--- src/rtl/drv_led_pkg.sv ---
// Shared constants and state type for the LED pin driver.
package pkg_drv_led;

    localparam int unsigned LED_ACTIVE_HIGH = 0;
    localparam int unsigned LED_ACTIVE_LOW  = 1;

    typedef enum logic [1:0] {
        S_OFF,
        S_ON,
        S_FL_ON,
        S_FL_OFF
    } t_led_state;

endpackage

--- src/rtl/drv_led_pwm_gen.sv ---
// Brightness PWM: free-running counter over 0 .. 2^p_pwm_w - 2 compared against a live level.
module pwm_gen #(
    parameter int unsigned p_pwm_w = 4
) (
    input  logic               i_clk,
    input  logic               i_rst,
    input  logic [p_pwm_w-1:0] i_level,
    output logic               o_pwm
);

    // One short of all-ones so an all-ones level is on for the whole period.
    localparam logic [p_pwm_w-1:0] CNT_MAX = {{(p_pwm_w-1){1'b1}}, 1'b0};
    localparam logic [p_pwm_w-1:0] CNT_ONE = {{(p_pwm_w-1){1'b0}}, 1'b1};

    logic [p_pwm_w-1:0] cnt_q;

    always_ff @(posedge i_clk or negedge i_rst) begin
        if (!i_rst) begin
            cnt_q <= '0;
        end else if (cnt_q == CNT_MAX) begin
            cnt_q <= '0;
        end else begin
            cnt_q <= cnt_q + CNT_ONE;
        end
    end

    assign o_pwm = (cnt_q < i_level);

endmodule

--- src/rtl/drv_led.sv ---
// LED pin driver: steady on/off/toggle, finite or continuous flashing, PWM brightness,
// with build-time pin polarity.
module drv_led
    import pkg_drv_led::*;
#(
    parameter int unsigned p_scale = 5,
    parameter int unsigned p_mode  = LED_ACTIVE_HIGH,
    parameter int unsigned p_pwm_w = 4
) (
    input  logic               i_clk,
    input  logic               i_rst,
    input  logic               i_on,
    input  logic               i_off,
    input  logic               i_toggle,
    input  logic               i_flash,
    input  logic [3:0]         i_count,
    input  logic [7:0]         i_half,
    input  logic [p_pwm_w-1:0] i_level,
    output logic               o_drv_led,
    output logic               o_busy,
    output logic               o_done
);

    localparam logic               DARK      = (p_mode == LED_ACTIVE_LOW);
    localparam logic [p_scale-1:0] PRESC_ONE = {{(p_scale-1){1'b0}}, 1'b1};

    t_led_state         state;
    logic [p_scale-1:0] presc;
    logic [7:0]         phase;
    logic [7:0]         half;
    logic [3:0]         count;
    logic               pwm;
    logic               tick;
    logic               phase_end;
    logic               lit;
    logic [7:0]         half_in;

    pwm_gen #(
        .p_pwm_w(p_pwm_w)
    ) u_pwm (
        .i_clk  (i_clk),
        .i_rst  (i_rst),
        .i_level(i_level),
        .o_pwm  (pwm)
    );

    assign tick      = &presc;
    assign phase_end = tick && (phase == half - 8'd1);
    assign half_in   = (i_half == 8'd0) ? 8'd1 : i_half;
    assign lit       = ((state == S_ON) || (state == S_FL_ON)) && pwm;

    always_ff @(posedge i_clk or negedge i_rst) begin
        if (!i_rst) begin
            state     <= S_OFF;
            presc     <= '0;
            phase     <= '0;
            half      <= 8'd1;
            count     <= '0;
            o_busy    <= 1'b0;
            o_done    <= 1'b0;
            o_drv_led <= DARK;
        end else begin
            presc     <= presc + PRESC_ONE;
            o_done    <= 1'b0;
            o_drv_led <= lit ^ DARK;

            if (i_off) begin
                state  <= S_OFF;
                o_busy <= 1'b0;
            end else if (i_on) begin
                state  <= S_ON;
                o_busy <= 1'b0;
            end else if (i_flash) begin
                // Restart timing from zero so every phase is exactly half ticks long.
                count  <= i_count;
                half   <= half_in;
                presc  <= '0;
                phase  <= '0;
                state  <= S_FL_ON;
                o_busy <= 1'b1;
            end else begin
                case (state)
                    S_OFF: begin
                        if (i_toggle) state <= S_ON;
                    end
                    S_ON: begin
                        if (i_toggle) state <= S_OFF;
                    end
                    S_FL_ON: begin
                        if (phase_end) begin
                            phase <= '0;
                            state <= S_FL_OFF;
                        end else if (tick) begin
                            phase <= phase + 8'd1;
                        end
                    end
                    S_FL_OFF: begin
                        if (phase_end) begin
                            phase <= '0;
                            if (count == 4'd0) begin
                                state <= S_FL_ON;
                            end else if (count == 4'd1) begin
                                count  <= 4'd0;
                                state  <= S_OFF;
                                o_busy <= 1'b0;
                                o_done <= 1'b1;
                            end else begin
                                count <= count - 4'd1;
                                state <= S_FL_ON;
                            end
                        end else if (tick) begin
                            phase <= phase + 8'd1;
                        end
                    end
                    default: state <= S_OFF;
                endcase
            end
        end
    end

endmodule

--- config.mk ---
export PLATFORM = sky130hd
export DESIGN_NAME = drv_led
export DESIGN_NICKNAME = d
export VERILOG_FILES = /design/src/rtl/drv_led_pkg.sv /design/src/rtl/drv_led_pwm_gen.sv /design/src/rtl/drv_led.sv
export SDC_FILE = /design/constraint.sdc
export NUM_CORES = 1
export LEC_CHECK = 0
export ABC_AREA = 1
export CAP_MARGIN = 20
export CORE_UTILIZATION = 50
export DETAILED_ROUTE_END_ITERATION = 8
export PLACE_DENSITY = 0.72
export SKIP_CTS_REPAIR_TIMING = 1
export SYNTH_ARGS = -nofsm -noshare
export SYNTH_HDL_FRONTEND = slang
export SYNTH_HIERARCHICAL = 1
export SYNTH_SLANG_ARGS = --single-unit
--- constraint.sdc ---
create_clock -name i_clk -period 2.1 [get_ports i_clk]
set_clock_uncertainty 0.1 [all_clocks]
set_input_delay 0.21 -clock i_clk [delete_from_list [all_inputs] [get_ports i_clk]]
set_output_delay 0.21 -clock i_clk [all_outputs]
set_load 0.05 [all_outputs]
Word level (Yosys, flattened, before mapping)
Cells that the tools add are included.
{"block": "op_classes", "order_cmp": 1, "add_sub_neg": 5, "mul": 0, "shift": 0, "n_reduce_logical": 20, "n_mux": 38, "n_eq_ne": 12, "n_bitwise": 2, "div_mod_pow": 0}
{"cell": "$mux W8", "count": 5}
{"cell": "$mux W4", "count": 6}
{"cell": "$ne A5 B5 Y1 const B", "count": 4}
{"cell": "$mux W2", "count": 9}
{"cell": "$mux W5", "count": 3}
{"cell": "$mux W1", "count": 14}
{"cell": "$reduce_and A4 Y1", "count": 3}
{"cell": "$reduce_bool A4 Y1", "count": 3}
{"cell": "$reduce_and A5 Y1", "count": 2}
{"cell": "$add A8 B1 Y8 const B", "count": 1}
{"cell": "$eq A8 B8 Y1", "count": 1}
{"cell": "$logic_not A8 Y1", "count": 1}
{"cell": "$pmux W2 S4", "count": 1}
{"cell": "$sub A8 B1 Y8 const B", "count": 1}
{"cell": "$reduce_bool A2 Y1", "count": 3}
{"cell": "$add A5 B1 Y5 const B", "count": 1}
{"cell": "$add A4 B1 Y4 const B", "count": 1}
{"cell": "$eq A2 B2 Y1 const B", "count": 2}
{"cell": "$eq A4 B1 Y1 const B", "count": 1}
{"cell": "$eq A4 B4 Y1 const B", "count": 1}
{"cell": "$logic_not A4 Y1", "count": 1}
{"cell": "$lt A4 B4 Y1", "count": 1}
{"cell": "$ne A4 B4 Y1 const B", "count": 1}
{"cell": "$sub A4 B1 Y4 const B", "count": 1}
{"cell": "other kinds (9)", "count": 11}
{"block": "totals", "latchBits": 0, "ff_bits": 34, "elab_cells": 87, "mem_bits_ro": 0, "output_inout_bits": 3, "ram_bits": 0, "memories": 0, "input_bits": 22}

Longest topological paths before layout
{"block": "depth", "ltp_word": 8, "ltp_mapped": 14, "mapped_depth_nobuf": 14}

Cells and area by module
The synthesis kept the hierarchy.
{"module": "drv_led", "area_each_um2": 1926.8, "cells_each": 265, "n_inst": 1}
{"module": "pwm_gen", "area_each_um2": 257.7, "cells_each": 33, "n_inst": 1}

Least setup slack after synthesis
No wires, ideal clock.
{"block": "synth_path", "path_type": "reg-to-reg", "startpoint": "reg half[0]", "endpoint": "reg count[0]", "path_slack_ps": 220, "setup_ps": 117, "arrival_ps": 1663, "stages_incl_launch_ff": 14, "synth_period_minus_slack_ps": 1880, "cell_sequence": "dfstp_2 inv_1 ha_1 inv_1 nand2_1 nand2_1 nor2_1 nand3_1 nor2_1 nand3_2 nand2_4 nand2_1 nand2_1 nand2_1"}
{"block": "synth_via", "elab_chain_len": 5}
{"item": "from (decl)", "line_no": "drv_led.sv:30", "source": "logic [7:0] half;"}
{"item": "from (signal assigned)", "line_no": "drv_led.sv:76", "source": "half <= half_in;"}
{"item": "$sub A8 B1 Y8", "line_no": "drv_led.sv:48", "source": "assign phase_end = tick && (phase == half - 8'd1);"}
{"item": "$eq A8 B8 Y1", "line_no": "drv_led.sv:48"}
{"item": "$logic_and A1 B1 Y1", "line_no": "drv_led.sv:48"}
{"item": "$reduce_bool A2 Y1 (no line)"}
{"item": "$reduce_and A5 Y1 (no line)"}
{"item": "to (signal assigned)", "line_no": "drv_led.sv:75", "source": "count <= i_count;"}
{"item": "to (signal assigned)", "line_no": "drv_led.sv:108", "source": "count <= count - 4'd1;"}
{"item": "to (decl)", "line_no": "drv_led.sv:31", "source": "logic [3:0] count;"}
Every way passes these cells.
A chain may end at the register's enable or synchronous reset.

Final worst setup path
{"block": "layout_path", "startpoint": "reg presc[0]", "endpoint": "reg phase[0]"}
{"block": "layout_via", "elab_chain_len": 5}
{"item": "from (decl)", "line_no": "drv_led.sv:28", "source": "logic [p_scale-1:0] presc;"}
{"item": "from (signal assigned)", "line_no": "drv_led.sv:63", "source": "presc <= presc + PRESC_ONE;"}
{"item": "$reduce_and A5 Y1 (*)", "line_no": "drv_led.sv:47", "source": "assign tick = &presc;"}
{"item": "$logic_and A1 B1 Y1", "line_no": "drv_led.sv:48"}
{"item": "$mux W8", "line_no": "drv_led.sv:90", "source": "if (phase_end) begin"}
{"item": "$mux W8"}
{"item": "$mux W8", "line_no": "drv_led.sv:73", "source": "end else if (i_flash) begin"}
{"item": "to (signal assigned)", "line_no": "drv_led.sv:94", "source": "phase <= phase + 8'd1;"}
{"item": "to (signal assigned)", "line_no": "drv_led.sv:112", "source": "phase <= phase + 8'd1;"}
{"item": "to (decl)", "line_no": "drv_led.sv:29", "source": "logic [7:0] phase;"}
Every way passes the cells marked *; elsewhere a longest branch is shown, timed or not. The select of a mux whose other input is x is not followed.

==> summary.md <==
| Metric | Value |
|---|---|
| Cells after Synth | `roughly 300` |
| I/O pins | `25` |
| Outcome | `complete, no violations` |
| Number of global-route vias before repair | `1,732` |
| Post-DP HPWL | `between 3 and 4 mm` |
| M2 GR Usage | `0.363` |
| Syn nets | `334` |
| Most frequent cells in the layout | `nand2_1 (80), inv_1 (50), dfrtp_1 (33)` |
| Max_cap viols | `0` |
| Leakage power | `between 1 and 1.5 nW` |
| Final setup vio count | `0` |
| Final slew viol count | `0` |
| Final period util | `0.987` |
| TritonCTS clock tree | `done` |
| Largest net degree at the start of global routing | `35` |
| Post-synthesis cell type count | `30` |
| Worst Path Arrival | `between 2 and 2.5 ns` |
| R2R cell count | `12` |
| Via density | `around 5` |
| Antenna cells | `0` |
| Clock period minus worst slack | `a little over 2 ns` |
| Worst-Margin Slew | `about 0.5 ns` |
| Die Height | `around 68 um` |
| Die width | `68.1 um` |
| Rows | `23` |
| Crit-path max cell delay | `between 0.3 and 0.4 ns` |
| WL per Instance | `about 12 um` |
| Reg2Reg Setup Slack | `0.03 ns` |
| WP data required | `about 2.2 ns` |
| Finished Layout Cells | `around 390` |
| Number of CTS-inserted buffers | `5` |
| Routed wire length | `~4.5 mm` |
| Pre-CTS setup slack | `between 0.04 and 0.05 ns` |
| Remaining Overflow, GRT | `0` |
| Cell family with most CP delay | `simple AND/OR/NAND/NOR gates` |
| VDD IR max | `391 uV` |
| Reg-to-reg startpoint | `presc[0]` |
| Total track usage | `0.209` |
| Critical-path cell list | `ha_2 > nand2_2 > nor2_2 > ha_2 > nand3_2 > nor2_1 > nand3_1 > nor2_2 > nand3_2 > nand2_4 > buf_8 > o21ai_1` |
| # placed instances | `about 370` |
| # nets final | `371` |
| F_max | `between 400 and 500 MHz` |
| Max transition margin | `0.665` |
| RSZ-0062 raised after global routing | `yes` |
| Root Buffer | `clkbuf_8` |
| Post-synthesis sequential area ratio | `0.390` |
| CTS HTree Levels | `2` |
| Final setup TNS | `0 ns` |
| Busiest layer in global routing | `met2` |
| Post-route ant nets | `0` |
| DR DRC count | `0` |
| Yosys warning count | `6` |
| WP buf/inv | `1` |
| Slowest CP cell | `dfrtp_1` |
| Worst-skew pair later-pin latency | `~0.3 ns` |
| Starting Density | `0.535` |
| Die area | `4640 um2` |
| Port Buffers | `24` |
| GR Util met1 | `0.245` |
| First-pass GRT wire length | `around 7 mm` |
| Crit start category | `register` |
| Largest buffer count on any clock path | `2` |
| Core Util, Final | `0.658` |
| Post-layout worst setup margin | `about 0.027 ns` |
| Met3 Use GR | `0.0517` |
| Yosys reg bits | `34` |
| Final hold vios | `0` |
| Setup crit end kind | `register` |
| Iteration-0 DRC Markers | `77` |
| Vias | `roughly 1,900` |
| P per Cell Area | `about 800 nW/um2` |
| Sink Count | `34` |
| Setup CP Type | `register to register` |
| Antenna violations before repair | `0` |
| Final instance area | `roughly 2700 um2` |
| Post-DP Area | `about 2500 um2` |
| Layout cells sized above 1 | `0.137` |
| Worst R2R End | `phase[0]` |
| Hold Path Class | `input port to asynchronous set/reset pin` |
| Placeable Area | `~4100 um2` |
| Syn_area_per_cell | `between 7 and 8 um2` |
| Reg clk slew, reported paths | `approximately 0.070 ns` |
| Pre-antenna DRT Iters | `5` |
| GPL Wtd Cong | `just over 0.8` |
| Worst-path fanout max | `8` |
| Layout area overhead | `23.0%` |
| Commonest non-fill, non-tap cell in the layout | `nand2_1` |
| Post-Syn Area | `roughly 2200 um2` |
## through the flow
| step | hold WS (ns) | power (mW) |
|---|---|---|
| 2_1_floorplan | -0.186 | 1.35 |
| 3_3_place_gp | 0.344 | 1.50 |
| 3_5_place_dp | 0.365 | 1.53 |
| 4_1_cts | 0.236 | 2.05 |
| 5_1_grt | 0.283 | 2.25 |
| 6_report | 0.224 | 2.09 |
## worst register-to-register path, cell delays in order (launching register included)
cell and delay, ns:
dfrtp_1 0.38, ha_2 0.20, nand2_2 0.07, nor2_2 0.11, ha_2 0.19, nand3_2 0.05
nor2_1 0.10, nand3_1 0.11, nor2_2 0.15, nand3_2 0.15, nand2_4 0.14, buf_8 0.15
o21ai_1 0.07
## layout make-up
cell class                      instances  area (um2)
Inverter                               51         191
Fill cell                             379        1400
Tap cell                               50        62.6
Clock buffer                            6        82.6
Timing Repair Buffer                   34         323
Sequential cell                        34         852
Clock inverter                          2        12.5
Multi-Input combinational cell        209        1160
## flip-flops by register name (all words and copies together) (netlist names)
| signal | count |
|---|---|
| u_pwm/cnt_q | 4 |
| count | 4 |
| o_done | 1 |
| o_drv_led | 1 |
| phase | 8 |
| presc | 5 |
| o_busy | 1 |
| state | 2 |
| half | 8 |
## how the worst max path moves through the flow
stage / startpoint / end / slack [ns] / cells past startpoint
after detailed placement: presc[0] / count[1] / 0.05 / 13
after floorplan: half[0] / count[0] / 0.22 / 13
final: presc[0] / phase[0] / 0.03 / 12
after CTS: half[0] / count[1] / 0.03 / 13
after global placement: half[0] / count[0] / 0.13 / 13
after global routing: presc[0] / count[0] / -0.15 / 13
## synth_stat cells
cell type  number  share of area
inv_1          50          0.086
nor3_1          3         0.0069
clkinv_1        1         0.0017
nor2_2          3         0.0086
dfrtp_1        33           0.38
nand3_1        20          0.046
nand3_2         1         0.0046
nor3_2          1         0.0046
o21ai_0        14          0.032
dfstp_2         1          0.012
ha_1           14          0.080
a21o_1          1         0.0034
nand2_2         2         0.0057
nor4_1          2         0.0057
nor2_1         30          0.052
o21ai_2         1         0.0040
nand2_1        85           0.15
buf_8           1         0.0069
clkbuf_1        1         0.0017
nand2_4         1         0.0052
nand4_1         2         0.0057
a31oi_1         1         0.0029
o22ai_1         1         0.0029
a211oi_1        1         0.0034
xnor2_1         4          0.016
a21oi_2         2         0.0080
xor2_1         10          0.040
buf_6           1         0.0052
buf_2           1         0.0023
a21oi_1        10          0.023
## layer usage
metal / share of wire / vias up / wire (um)
li1: - / 1001 / -
met1: 0.46 / 881 / 2080
met2: 0.48 / 34 / 2150
met3: 0.039 / 8 / 174
met4: 0.017 / 0 / 74
met5: 0 / - / 0
## logic make-up (layout without fill, tap and decap cells)
group                    Yosys count  after routing  synth area share
AND/OR/NAND/NOR                  150            150             0.290
XOR/XNOR                          14             14            0.0561
flip-flops                        34             34             0.390
adder cells (fa/ha/maj)           14             14            0.0802
buffers and inverters             55             93             0.104
AO/OA/AOI/OAI                     31             31            0.0796
## power by group
| group | internal (mW) | total (mW) | leakage (nW) | switching, mW |
|---|---|---|---|---|
| clock network | 0.264 | 0.519 | 0.0472 | 0.255 |
| logic | 0.291 | 0.664 | 0.862 | 0.373 |
| registers | 0.782 | 0.909 | 0.436 | 0.128 |
| total | 1.34 | 2.09 | 1.35 | 0.755 |
Note: power is estimated with default switching activity, not from simulation.
